$ cat config.mk
export PLATFORM = sky130hd
export DESIGN_NAME = sevenseg_scan8_flat
export DESIGN_NICKNAME = d
export VERILOG_FILES = /design/src/rtl/sevenseg_scan8_if.sv /design/src/rtl/sevenseg_scan8.sv /design/src/flat_wrapper.sv
export SDC_FILE = /design/constraint.sdc
export NUM_CORES = 1
export LEC_CHECK = 0
export CORE_MARGIN = 5
export CORE_UTILIZATION = 47
export CTS_CLUSTER_DIAMETER = 60
export DETAILED_ROUTE_END_ITERATION = 16
export PLACE_DENSITY_LB_ADDON = 0.05
export SLEW_MARGIN = 15
export SYNTH_ARGS = -nofsm -noshare
export SYNTH_HDL_FRONTEND = slang
export SYNTH_SLANG_ARGS = --single-unit
$ cat constraint.sdc
create_clock -name clk -period 3.15 [get_ports clk]
set_input_delay 0.7875 -clock clk [delete_from_list [all_inputs] [get_ports clk]]
set_output_delay 0.7875 -clock clk [all_outputs]
set_load 0.01 [all_outputs]
$ cat src/rtl/sevenseg_scan8_if.sv
// sevenseg_scan8_if -- bundle between the clock core and the display scanner.
//   master : clock core side, drives the time digits and display flags,
//            observes the pin outputs
//   slave  : the scanner, consumes digits/flags and drives the board pins
// Signals:
//   fmt          1 = 12-hour display, 0 = 24-hour
//   ampm         1 = PM (only shown when fmt=1)
//   hrL..milM    BCD digits, left to right on the display
//   blink_mask   bit i=1 blinks display position i
//   an           anode enables, active-low, an[7] = leftmost
//   seg          {g,f,e,d,c,b,a}, active-low
//   dp           decimal point, active-low
interface sevenseg_scan8_if;
  logic       fmt;
  logic       ampm;
  logic [3:0] hrL, hrR, mL, mR, sL, sR, milL, milM;
  logic [7:0] blink_mask;
  logic [7:0] an;
  logic [6:0] seg;
  logic       dp;

  modport master (
    output fmt, ampm, hrL, hrR, mL, mR, sL, sR, milL, milM, blink_mask,
    input  an, seg, dp
  );

  modport slave (
    input  fmt, ampm, hrL, hrR, mL, mR, sL, sR, milL, milM, blink_mask,
    output an, seg, dp
  );
endinterface

$ cat src/rtl/sevenseg_scan8.sv
// sevenseg_scan8 -- 8-digit common-anode seven-segment scanner.
// Time-multiplexes the clock core's BCD digits onto the display, one digit
// per slot of SCAN_DIV cycles, with an all-dark guard window at the start of
// every slot, HH.MM.SS.ms separator dots, a PM dot on the rightmost digit,
// leading-zero blanking of the tens-of-hours digit in 12-hour mode and
// per-position blink driven by a free-running slot counter.
// Ports:
//   clk  system clock
//   rst  synchronous active-high reset
//   bus  sevenseg_scan8_if.slave (digits/flags in, an/seg/dp out)
// Parameters:
//   SCAN_DIV   clk cycles per digit slot
//   BLANK_CYC  cycles of all-anodes-off at slot start; keep below SCAN_DIV
//   BLINK_DIV  digit slots per blink half-period

// Active-low BCD to seven-segment decode; non-decimal codes go dark.
module sevenseg_scan8_dec (
  input  logic [3:0] bcd,
  output logic [6:0] seg
);
  always_comb begin
    seg = 7'b1111111;
    case (bcd)
      4'd0: seg = 7'b1000000;
      4'd1: seg = 7'b1111001;
      4'd2: seg = 7'b0100100;
      4'd3: seg = 7'b0110000;
      4'd4: seg = 7'b0011001;
      4'd5: seg = 7'b0010010;
      4'd6: seg = 7'b0000010;
      4'd7: seg = 7'b1111000;
      4'd8: seg = 7'b0000000;
      4'd9: seg = 7'b0010000;
      default: seg = 7'b1111111;
    endcase
  end
endmodule

module sevenseg_scan8 #(
  parameter int SCAN_DIV  = 100000,
  parameter int BLANK_CYC = 4,
  parameter int BLINK_DIV = 500
) (
  input  logic              clk,
  input  logic              rst,
  sevenseg_scan8_if.slave   bus
);
  localparam int NUM_POS = 8;
  localparam int DW = $clog2(SCAN_DIV  > 1 ? SCAN_DIV  : 2);
  localparam int BW = $clog2(BLINK_DIV > 1 ? BLINK_DIV : 2);

  logic [DW-1:0] div_cnt;
  logic [2:0]    idx;
  logic [BW-1:0] blink_cnt;
  logic          blink_ph;

  logic [7:0]    an_q;
  logic [6:0]    seg_q;
  logic          dp_q;

  // Display order: [7] is the leftmost position.
  logic [NUM_POS-1:0][3:0] digs;
  logic [3:0]    cur_dig;
  logic [6:0]    seg_nxt;
  logic [7:0]    an_nxt;
  logic          dp_nxt;
  logic          slot_end;
  logic          blink_end;
  logic          slot_blank;
  logic          blink_off;
  logic          lz_off;
  logic          dark;

  assign digs = {bus.hrL, bus.hrR, bus.mL, bus.mR,
                 bus.sL,  bus.sR,  bus.milL, bus.milM};
  assign cur_dig = digs[idx];

  assign slot_end  = (div_cnt == DW'(SCAN_DIV - 1));
  assign blink_end = (blink_cnt == BW'(BLINK_DIV - 1));

  // Guard window keeps the previous digit's segments from ghosting onto the
  // newly selected anode while the segment lines settle.
  assign slot_blank = (div_cnt < DW'(BLANK_CYC));
  assign blink_off  = bus.blink_mask[idx] & blink_ph;
  // "07:15" in 12-hour mode reads as " 7:15".
  assign lz_off     = (idx == 3'd7) & bus.fmt & (bus.hrL == 4'd0);
  assign dark       = slot_blank | blink_off | lz_off;

  sevenseg_scan8_dec u_dec (
    .bcd (cur_dig),
    .seg (seg_nxt)
  );

  genvar gi;
  generate
    for (gi = 0; gi < NUM_POS; gi++) begin : g_an
      assign an_nxt[gi] = dark | (idx != 3'(gi));
    end
  endgenerate

  // Separators follow the HH, MM and SS pairs; the rightmost dot flags PM.
  assign dp_nxt = ~((idx == 3'd6) | (idx == 3'd4) | (idx == 3'd2) |
                    ((idx == 3'd0) & bus.fmt & bus.ampm));

  always_ff @(posedge clk) begin
    if (rst) begin
      div_cnt   <= '0;
      idx       <= 3'd7;
      blink_cnt <= '0;
      blink_ph  <= 1'b0;
      an_q      <= 8'hFF;
      seg_q     <= 7'h7F;
      dp_q      <= 1'b1;
    end else begin
      an_q  <= an_nxt;
      seg_q <= seg_nxt;
      dp_q  <= dp_nxt;
      if (slot_end) begin
        div_cnt <= '0;
        idx     <= idx - 3'd1;
        // Blink phase advances on slot count only, so it never jitters with
        // digit or mask changes.
        if (blink_end) begin
          blink_cnt <= '0;
          blink_ph  <= ~blink_ph;
        end else begin
          blink_cnt <= blink_cnt + BW'(1);
        end
      end else begin
        div_cnt <= div_cnt + DW'(1);
      end
    end
  end

  assign bus.an  = an_q;
  assign bus.seg = seg_q;
  assign bus.dp  = dp_q;
endmodule
$ cat src/flat_wrapper.sv
// flat-port wrapper written by rule: the top's interface ports become plain ports
module sevenseg_scan8_flat 
#(
  parameter int SCAN_DIV  = 100000,
  parameter int BLANK_CYC = 4,
  parameter int BLINK_DIV = 500
)
  (clk, rst, bus_fmt, bus_ampm, bus_hrL, bus_hrR, bus_mL, bus_mR, bus_sL, bus_sR, bus_milL, bus_milM, bus_blink_mask, bus_an, bus_seg, bus_dp);
  sevenseg_scan8_if bus_i ();
  input  logic clk;
  input  logic rst;
  input wire logic [$bits(bus_i.fmt)-1:0] bus_fmt;
  input wire logic [$bits(bus_i.ampm)-1:0] bus_ampm;
  input wire logic [$bits(bus_i.hrL)-1:0] bus_hrL;
  input wire logic [$bits(bus_i.hrR)-1:0] bus_hrR;
  input wire logic [$bits(bus_i.mL)-1:0] bus_mL;
  input wire logic [$bits(bus_i.mR)-1:0] bus_mR;
  input wire logic [$bits(bus_i.sL)-1:0] bus_sL;
  input wire logic [$bits(bus_i.sR)-1:0] bus_sR;
  input wire logic [$bits(bus_i.milL)-1:0] bus_milL;
  input wire logic [$bits(bus_i.milM)-1:0] bus_milM;
  input wire logic [$bits(bus_i.blink_mask)-1:0] bus_blink_mask;
  output wire logic [$bits(bus_i.an)-1:0] bus_an;
  output wire logic [$bits(bus_i.seg)-1:0] bus_seg;
  output wire logic [$bits(bus_i.dp)-1:0] bus_dp;
  assign bus_i.fmt = bus_fmt;
  assign bus_i.ampm = bus_ampm;
  assign bus_i.hrL = bus_hrL;
  assign bus_i.hrR = bus_hrR;
  assign bus_i.mL = bus_mL;
  assign bus_i.mR = bus_mR;
  assign bus_i.sL = bus_sL;
  assign bus_i.sR = bus_sR;
  assign bus_i.milL = bus_milL;
  assign bus_i.milM = bus_milM;
  assign bus_i.blink_mask = bus_blink_mask;
  assign bus_an = bus_i.an;
  assign bus_seg = bus_i.seg;
  assign bus_dp = bus_i.dp;
  sevenseg_scan8 #(.SCAN_DIV(SCAN_DIV), .BLANK_CYC(BLANK_CYC), .BLINK_DIV(BLINK_DIV)) u_core (.clk(clk), .rst(rst), .bus(bus_i));
endmodule
==> results.sh <==
export IMPL_status="finished clean"
export IMPL_first_pass_iters=4
export IMPL_crit_fanout=5
export IMPL_maxCapViolCount=0
export IMPL_finalWeightedCongestion=0.814
export IMPL_clk_pin_slew_ns=0.08
export IMPL_timing_hold_ws_ns=0.486
export IMPL_area_delta_synth_final_pct=31.5
export IMPL_rsz0062_at_grt="false"
export IMPL_drive_above_1_share=0.0921
export IMPL_final_nets=370
export IMPL_p_comb_frac=0.113
export IMPL_clockPowerShare=0.362
export IMPL_max_vdd_ir_drop_v=0.000208
export IMPL_crit_required_ns=3.32
export IMPL_wirelength_mm=5.53
export IMPL_synth_area_sq_um=2400
export IMPL_core_area_sq_um=5040
export IMPL_ys_flop_type="dfxtp_1"
export IMPL_finalMaxSlewViolations=0
export IMPL_arrival_ns=2.73
export IMPL_synth_nets=314
export IMPL_ios=60
export IMPL_finalCritPeriodShare=0.812
export IMPL_end_kind="flip-flop"
export IMPL_design_die_area_sq_um=6650
export IMPL_synthArstFlopShare=0
export IMPL_regToRegSetupSlack_ns=0.80
export IMPL_post_dp_hpwl_mm=4.25
export IMPL_finalHoldViolations=0
export IMPL_diodes=0
export IMPL_yosys_area_top_type="dfxtp_1"
export IMPL_postCtsHoldBufs=0
export IMPL_setup_viol=0
export IMPL_p_total_uw=1140
export IMPL_netlist_instances=258
export IMPL_root_buffer="clkbuf_8"
export IMPL_period_minus_slack_ns=2.56
export IMPL_syn_area_per_cell_sq_um=9.32
export IMPL_cts_path_max_buffers=2
export IMPL_grt_pass1_wl_mm=9.03
export IMPL_fin_worst_skew_ns=0.00436
export IMPL_worst_pin_slew_ns=0.626
export IMPL_post_cts_resized=0
export IMPL_route_detailed_drc=0
export IMPL_ys_ff_latch=46
export IMPL_synthDominantCellAreaShare=0.383
export IMPL_netSwitchingPower_uw=239
export IMPL_vias=1991
export IMPL_dieHeight_um=81.5
export IMPL_drtIter0Drc=82
export IMPL_synth_edf_count=0
export IMPL_yosys_top_cells_area="dfxtp_1 38%, mux4_2 9.4%, ha_1 6.2%"
export IMPL_grt_antenna_before_repair=1
export IMPL_port_buffers=59
export IMPL_ys_warn_count=0
export IMPL_routed_via_density=5.17
export IMPL_internal_power_uw=898
export IMPL_detail_route_antenna_nets=0
export IMPL_first_global_vias=1919
export IMPL_start_util=0.477
export IMPL_cts_num_sinks=46
export IMPL_final_cells=385
export IMPL_cts_setup_buffers=0
export IMPL_routedWlPerCell_um=14.4
export IMPL_critical_path_startpoint_type="input pin"
export IMPL_max_freq_ghz=0.391
export IMPL_cts_buffers=5
export IMPL_path_class="in -> reg"
export IMPL_cts_tree="done"
export IMPL_track_usage=0.174
export IMPL_die_w_um=81.5
export IMPL_powerDensity_nw_per_um2=360
export IMPL_clk_latency_ns=0.29
export IMPL_rows=26
export IMPL_fin_tns_setup_ns=0
export IMPL_slew_headroom=0.583
export IMPL_grt_max_degree=24
export IMPL_pwr_share_seq=0.525
export IMPL_num_fill_cells=449
export IMPL_cts_htree_levels=2
export IMPL_hp_class="reg -> reg"
export IMPL_dpl_cell_count=377
export IMPL_synth_cell_types=41
export IMPL_swShare=0.210
export IMPL_leakagePower_uw=0.00117
export IMPL_grt_ovfl_total=0
export IMPL_ys_seq_area_frac=0.383
==> metrics by stage <==
stage | utilization | area, sq um | setup WS (ns)
global route | 0.627 | 3160 | 0.512
global placement | 0.605 | 3050 | 0.369
floorplan | - | 2400 | 0.888
detailed placement | 0.605 | 3050 | 0.307
finish | 0.627 | 3160 | 0.591
CTS | 0.627 | 3160 | 0.621
==> registers in the layout, indices dropped and copies added (netlist names) <==
register	cells
u_core.blink_cnt	9
u_core.bus.seg	7
u_core.bus.dp	1
u_core.idx	3
u_core.blink_ph	1
u_core.div_cnt	17
u_core.bus.an	8
==> critical path: stages <==
cell,delay [ns]
clkdlybuf4s50_1,0.44
mux4_2,0.49
mux2i_1,0.37
inv_1,0.13
ha_1,0.20
nor3_1,0.25
a21oi_1,0.07
==> cells by family after synthesis <==
logic type,Yosys count,synth area share
compound gates,30,0.0744
xor+xnor,20,0.0728
fa+ha+maj,12,0.0624
buf+inv,23,0.0375
flops,46,0.383
mux,17,0.124
simple gates,110,0.246
==> per-layer routing <==
layer / vias to the layer above / wire length (um) / GRT usage
li1: 1020 / - / -
met1: 910 / 2460 / 0.211
met2: 51 / 2440 / 0.291
met3: 8 / 548 / 0.0614
met4: 2 / 70 / 0.0507
met5: - / 8 / 0
==> synthesized netlist by cell type, types with 2 or more instances <==
cell type / instances
or4_4: 2
xor2_1: 10
o21ai_0: 4
nor2_1: 29
dfxtp_1: 46
inv_1: 10
mux4_2: 10
and2_1: 2
mux2_2: 3
nand4_1: 6
nor3_1: 7
nand2b_1: 7
a21oi_1: 16
nand3_1: 9
clkbuf_1: 9
or3_1: 5
mux2i_1: 4
ha_1: 12
buf_2: 3
nor4_1: 5
nand2_1: 22
xnor2_1: 10
nand3b_1: 2
and3_1: 5
a211o_1: 3
nor3b_1: 2
==> final cells by class <==
class	count	area, sq um	area share
Multi-Input combinational cell	189	1390	0.441
Tap cell	70	87.6	0.0277
Inverter	10	37.5	0.0119
Timing Repair Buffer	62	613	0.194
Clock buffer	8	110	0.0348
Sequential cell	46	921	0.291
==> power groups by stage <==
stage | logic, uW | clock network [uW] | registers, uW
2_1_floorplan | 50.4 | 0 | 613
3_3_place_gp | 128 | 0 | 610
3_5_place_dp | 129 | 0 | 611
4_1_cts | 130 | 424 | 597
5_1_grt | 141 | 452 | 599
6_report | 129 | 412 | 597
==> final timing paths <==
| path | startpoint | endpoint | cells past startpoint |
|---|---|---|---|
| max | bus_hrL[0] | u_core.bus.seg[6] | 7 |
| min | u_core.div_cnt[0] | u_core.div_cnt[0] | 1 |
| max reg2reg | u_core.div_cnt[0] | u_core.div_cnt[6] | 5 |
| min reg2reg | u_core.div_cnt[0] | u_core.div_cnt[0] | 1 |
==> placed cells by master (no fill, tap or decap), types with 5 or more instances in the layout <==
cell type	Yosys	final
a21oi_1	16	16
and3_1	5	5
clkbuf_8	0	8
clkdlybuf4s50_1	0	59
dfxtp_1	46	46
ha_1	12	12
inv_1	10	10
mux4_2	10	10
nand2_1	22	22
nand2b_1	7	7
nand3_1	9	9
nand4_1	6	6
nor2_1	29	29
nor3_1	7	7
nor4_1	5	5
or3_1	5	5
xnor2_1	10	10
xor2_1	10	10
No activity file was read; power rests on OpenSTA's default activity.
